File: src/rtl/cla_adder.sv
// Registered two-level carry-lookahead adder: Sum/Cout = A + B + Cin, one cycle latency.
// Define CLA_OVF_EN to add the registered signed-overflow output Ovf.
module cla_adder #(
    parameter int WIDTH = 8,
    parameter int GROUP = 4
) (
    input  logic             clk,
    input  logic             rst,
    input  logic             in_valid,
    input  logic [WIDTH-1:0] A,
    input  logic [WIDTH-1:0] B,
    input  logic             Cin,
    output logic             out_valid,
    output logic [WIDTH-1:0] Sum,
    output logic             Cout
`ifdef CLA_OVF_EN
    ,
    output logic             Ovf
`endif
);

    localparam int NG = WIDTH / GROUP;

    if (GROUP < 1 || WIDTH % GROUP != 0) begin : g_bad_cfg
        $error("cla_adder: WIDTH (%0d) must be a positive multiple of GROUP (%0d)", WIDTH, GROUP);
    end

    // Carry out of position k, written as a flat sum of products:
    // OR over m<=k of (gv[m] & pv[m+1..k]), plus cin & pv[0..k].
    function automatic logic sop_carry(input logic [WIDTH-1:0] gv,
                                       input logic [WIDTH-1:0] pv,
                                       input logic             cin,
                                       input int               k);
        logic acc;
        logic prod;
        acc = cin;
        for (int n = 0; n <= k; n++) begin
            acc = acc & pv[n];
        end
        for (int m = 0; m <= k; m++) begin
            prod = gv[m];
            for (int n = m + 1; n <= k; n++) begin
                prod = prod & pv[n];
            end
            acc = acc | prod;
        end
        return acc;
    endfunction

    logic [WIDTH-1:0] g;
    logic [WIDTH-1:0] p;
    logic [WIDTH-1:0] c;
    logic [NG-1:0]    gg;
    logic [NG-1:0]    gp;
    logic [NG:0]      cg;
    logic [WIDTH-1:0] sum_next;

    genvar gi, ki;
    generate
        for (gi = 0; gi < WIDTH; gi++) begin : g_bit
            assign g[gi]        = A[gi] & B[gi];
            assign p[gi]        = A[gi] ^ B[gi];
            assign sum_next[gi] = p[gi] ^ c[gi];
        end

        assign cg[0] = Cin;

        for (gi = 0; gi < NG; gi++) begin : g_group
            assign gg[gi] = sop_carry(WIDTH'(g[gi*GROUP +: GROUP]),
                                      WIDTH'(p[gi*GROUP +: GROUP]), 1'b0, GROUP - 1);
            assign gp[gi] = &p[gi*GROUP +: GROUP];

            // Second level: each group carry-in depends only on GG/GP and Cin.
            assign cg[gi+1] = sop_carry(WIDTH'(gg), WIDTH'(gp), Cin, gi);

            for (ki = 0; ki < GROUP; ki++) begin : g_carry
                if (ki == 0) begin : g_first
                    assign c[gi*GROUP] = cg[gi];
                end else begin : g_inner
                    assign c[gi*GROUP + ki] = sop_carry(WIDTH'(g[gi*GROUP +: GROUP]),
                                                        WIDTH'(p[gi*GROUP +: GROUP]),
                                                        cg[gi], ki - 1);
                end
            end
        end
    endgenerate

    always_ff @(posedge clk) begin
        if (rst) begin
            out_valid <= 1'b0;
            Sum       <= '0;
            Cout      <= 1'b0;
`ifdef CLA_OVF_EN
            Ovf       <= 1'b0;
`endif
        end else begin
            out_valid <= in_valid;
            if (in_valid) begin
                Sum  <= sum_next;
                Cout <= cg[NG];
`ifdef CLA_OVF_EN
                Ovf  <= c[WIDTH-1] ^ cg[NG];
`endif
            end
        end
    end

endmodule

File: config.mk
export PLATFORM = sky130hd
export DESIGN_NAME = cla_adder
export DESIGN_NICKNAME = d
export VERILOG_FILES = /design/src/rtl/cla_adder.sv
export SDC_FILE = /design/constraint.sdc
export NUM_CORES = 1
export LEC_CHECK = 0
export CAP_MARGIN = 20
export CORE_MARGIN = 4
export CORE_UTILIZATION = 25
export DETAILED_ROUTE_END_ITERATION = 6
export GPL_TIMING_DRIVEN = 0
export SETUP_SLACK_MARGIN = 0.3
export SLEW_MARGIN = 10
export SYNTH_ARGS = -nofsm -noshare
export SYNTH_HDL_FRONTEND = slang
export SYNTH_SLANG_ARGS = --single-unit
export TNS_END_PERCENT = 1
File: constraint.sdc
create_clock -name clk -period 2.7 [get_ports clk]
set_input_delay 0.54 -clock clk [delete_from_list [all_inputs] [get_ports clk]]
set_output_delay 0.54 -clock clk [all_outputs]
set_load 0.01 [all_outputs]
; ---- After elaboration in Yosys (flattened, before gate mapping)
; Index checks and enable logic that the tools add are counted.
[op_classes]
reduce_logical = 2
bitwise_logic = 66
[ops]
columns = op, n
row1 = $and A1 B1 Y1, 29
row2 = $or A1 B1 Y1, 21
row3 = $xor A1 B1 Y1, 16
row4 = $reduce_and A4 Y1, 2
[totals]
elab_cells = 71
register_bits = 10
output_inout_bits = 10
input_bits = 20

; ---- Logic depth before layout (Yosys ltp)
[depth]
ltp_word = 15
depth_mapped = 9
mapped_depth_nobuf = 9

; ---- Worst setup path after synthesis
; No wires, ideal clock.
[synth_timing]
path_type = input to register
start = input port A[2]
end = register Sum[7]
t_arrival_ns = 1.978
required_time_ns = 2.568
path_slack_ns = 0.590
path_buffers = 0
stages = 9
setup_time_ns = 0.132
cell_sequence = ha_1 -> a21o_1 -> a21oi_2 -> nand2_1 -> ha_1 -> o211ai_1 -> a2111oi_0 -> a31oi_1 -> o21ai_0
[synth_between]
elab_chain_cells = 14
word_cells_on_any_way = 20
cone_classes = 19 x bitwise / 1 x reduce/logical
[synth_rtl]
columns = item, line
row1 = "start, declared", 10  ; input logic [WIDTH-1:0] A,
row2 = $xor A1 B1 Y1, 62  ; assign p[gi] = A[gi] ^ B[gi];
row3 = $and A1 B1 Y1 (2 in a row), 43  ; prod = prod & pv[n];
row4 = $or A1 B1 Y1 (3 in a row), 45  ; acc = acc | prod;
row5 = $or A1 B1 Y1 (*), 45
row6 = $and A1 B1 Y1 (*) (3 in a row), 38  ; acc = acc & pv[n];
row7 = $or A1 B1 Y1 (*) (3 in a row), 45
row8 = $xor A1 B1 Y1 (*), 63  ; assign sum_next[gi] = p[gi] ^ c[gi];
row9 = "end signal, assigned", 99  ; Sum <= sum_next;
row10 = "end, declared", 14  ; output logic [WIDTH-1:0] Sum,
; Mark *: on every way between the ends. The rest lies on a longest branch, timed or not.
; A chain may end at the register's enable or synchronous reset.

; ---- Worst setup path after layout
[layout_timing]
start = input port A[1]
end = register Sum[7]
[layout_between]
elab_chain_cells = 15
word_cells_on_any_way = 20
cone_classes = 19 x bitwise / 1 x reduce/logical
[layout_rtl]
columns = item, line
row1 = $xor A1 B1 Y1, 62
row2 = $and A1 B1 Y1 (3 in a row), 43
row3 = $or A1 B1 Y1 (3 in a row), 45
row4 = $or A1 B1 Y1 (*), 45
row5 = $and A1 B1 Y1 (*) (3 in a row), 38
row6 = $or A1 B1 Y1 (*) (3 in a row), 45
row7 = $xor A1 B1 Y1 (*), 63
; Marks and branches as above.

==> results_dict.tcl <==
set metrics [dict create \
    ant_nets 0 \
    drv_cap 0 \
    dp_hpwl_mm 1.359 \
    p_leak_nw 0.4670 \
    grt_pass1_vias 667 \
    timing_hold_violations_final 0 \
    fin_nets 146 \
    cts_root_buf "clkbuf_4" \
    nFillCells 268 \
    regArea_um2 200.2 \
    grt_usage_pct 10.19 \
    syn_avg_cell_area_um2 8.758 \
    portBuffers 29 \
    grt_use_met1_pct 11.95 \
    fin_crit_ps 2311 \
    slew_viol_final 0 \
    cts_tree "done" \
    synth_area_leaders "dfxtp_1 29%, ha_1 18%, fa_1 5.8%" \
    worstPathRequired_ps 2840 \
    drt-initial-drc-count 12 \
    ff2ff_path_depth 2 \
    hold_path_depth 2 \
    insertion_delay_ps 260 \
    top_usage_layer "met2" \
    cts_max_level 1 \
    crit_type "input port to flip-flop" \
    io_pins 30 \
    critPathCaptureType "flip-flop" \
    multi_input_area_um2 500.5 \
    timing.hold.ws_ps 463.7 \
    rsz0062_at_grt "no" \
    max_clock_freq_ghz 0.4327 \
    yosysSeqAreaShare_pct 28.93 \
    critPathArrivalTime_ps 2450 \
    yosysWarnings 0 \
    grt_pass1_wl_mm 2.815 \
    clkSlewWorstSetupHoldPaths_ps 70 \
    core_mm2 0.002567 \
    slew_headroom_pct 71.81 \
    finalClockSkew_ps 0 \
    dieHeight_um 60.61 \
    fin_util_pct 43.23 \
    drcViolationCount 0 \
    cts_buffers 3 \
    first_pass_iters 4 \
    fin_crit_sh_pct 85.60 \
    syn_area_um2 691.9 \
    grt_antenna_before_repair 0 \
    setup_viol 0 \
    wl_per_cell_um 12.32 \
    synth_top_area_cell "dfxtp_1" \
    p_per_area_mw_per_mm2 421.0 \
    finalWirelength_mm 1.762 \
    synth.net_count 111 \
    antenna_cells_inserted 0 \
    clock-sinks 10 \
    fp-row-count 18 \
    tns_ps 0 \
    dr_total_vias 693 \
    die_area_mm2 0.003674 \
    peakVddDrop_v 0.0002132 \
    grt_max_degree 11 \
    hp-class "flip-flop to flip-flop" \
    ys_seq_elements 10 \
    drive_gt1_share_pct 12.39 \
    cp-start-kind "input port" \
    final_area_mm2 0.001110 \
    die_x_um 60.61 \
    worst_slew_pin_slew_ps 422.8 \
    syn-instance-count 79 \
    gp_congestion 0.7503 \
    overflow 0 \
    met3_usage_pct 1.064 \
    status "finished, final reports clean" \
    crit_path_max_fanout 3 \
    yosysTopAreaCellShare_pct 28.93 \
    cts_buffer_depth 2 \
    placed_area_mm2 0.001020 \
    met2_usage_pct 18.02 \
    ys_types 29 \
    drt-vias-per-instance 4.846 \
    area_delta_synth_final_pct 60.40 \
    initial_core_util_pct 26.95 \
]
-- repair_timing --
| item | 4_1_cts | 5_1_grt |
|---|---|---|
| hold buffers | 0 | 0 |
| gates resized for setup | 1 | 9 |
| endpoints found under the setup margin | 1 | 3 |
| pin swaps | 1 | 4 |
| setup buffers | 0 | 1 |
| hold endpoints to repair | 0 | 0 |
-- Yosys cell counts (all sizes together) --
library cell / count
dfxtp: 10
ha: 10
nor2: 10
a21oi: 7
inv: 5
nand2: 5
o21ai: 4
a211oi: 3
a31oi: 2
fa: 2
nand3b: 2
nand4b: 2
nor3: 2
o21a: 2
a2111oi: 1
a21o: 1
buf: 1
clkbuf: 1
mux2i: 1
nand4: 1
o211ai: 1
o311ai: 1
o41a: 1
or2: 1
or4: 1
xnor2: 1
xor2: 1
-- critical path, cell delays in order --
cell and delay (ps):
clkdlybuf4s50_1 410, ha_1 220, a21o_1 210, a21oi_2 150, nand2_2 80, ha_2 180, o211ai_1 260, a2111oi_2 110
a31oi_1 180, o21ai_0 100
-- report_power, final --
group,internal [mW],switching [mW],total (mW)
combinational,0.0923,0.0741,0.166
clock,0.0817,0.0504,0.132
sequential,0.162,0.00723,0.169
total,0.336,0.132,0.467
-- path summary, 6_finish.rpt --
check / from / to / slack, ps
setup / recovery: A[1] / Sum[7]$_SDFFE_PP0P_ / 390
hold / removal: Sum[7]$_SDFFE_PP0P_ / Sum[7]$_SDFFE_PP0P_ / 460
setup reg to reg: Sum[3]$_SDFFE_PP0P_ / Sum[3]$_SDFFE_PP0P_ / 1950
hold reg to reg: Sum[7]$_SDFFE_PP0P_ / Sum[7]$_SDFFE_PP0P_ / 460
-- final cells by class --
| type | count | share of cell area [%] |
|---|---|---|
| inverter | 5 | 1.691 |
| buffer | 2 | 0.7892 |
| tap | 30 | 3.382 |
| clock buffer | 4 | 3.269 |
| sequential | 10 | 18.04 |
| timing repair buffer | 30 | 27.73 |
| multi-input combinational | 62 | 45.10 |
-- cell families (layout without fill, tap and decap cells) --
| family | Yosys count | count (layout) | share of synthesized area (%) |
|---|---|---|---|
| buffers and inverters | 7 | 41 | 3.976 |
| AO/OA/AOI/OAI | 23 | 23 | 22.06 |
| AND/OR/NAND/NOR | 24 | 24 | 17.18 |
| multiplexers | 1 | 1 | 1.447 |
| adder cells (fa/ha/maj) | 12 | 12 | 23.87 |
| flip-flops | 10 | 10 | 28.93 |
| XOR/XNOR | 2 | 2 | 2.532 |
-- layout by cell type, fill, tap and decap left out, types with 2 or more instances in the layout --
| cell type | n |
|---|---|
| nor2_1 | 10 |
| a21oi_1 | 6 |
| nand3b_1 | 2 |
| a31oi_1 | 2 |
| ha_1 | 7 |
| nand4b_1 | 2 |
| clkdlybuf4s50_1 | 25 |
| inv_1 | 4 |
| a211oi_1 | 3 |
| dlymetal6s2s_1 | 4 |
| o21a_1 | 2 |
| nand2_1 | 4 |
| clkbuf_4 | 3 |
| dfxtp_1 | 10 |
| o21ai_0 | 4 |
| ha_4 | 2 |
| fa_1 | 2 |
| nor3_1 | 2 |
-- stage by stage --
stage	instances	setup WS [ps]	power, mW
6_report	143	388.8	0.4673
5_1_grt	143	269.8	0.4988
4_1_cts	142	315.2	0.4633
3_5_place_dp	138	1.358	0.3287
3_3_place_gp	138	2.195	0.3261
2_1_floorplan	79	590.3	0.2534
-- per-layer routing --
metal | vias to the layer above | share of wire, % | routed length, um
met2 | 13 | 52 | 923
met3 | 2 | 3.6 | 64
met4 | 0 | 1.6 | 28
met1 | 320 | 42 | 746
li1 | 358 | - | -
met5 | - | 0 | 0
-- state kept, by name (all words and copies together) (netlist names) --
| register | cells |
|---|---|
| Cout | 1 |
| Sum | 8 |
| out_valid | 1 |
No activity file was read; power rests on OpenSTA's default activity.
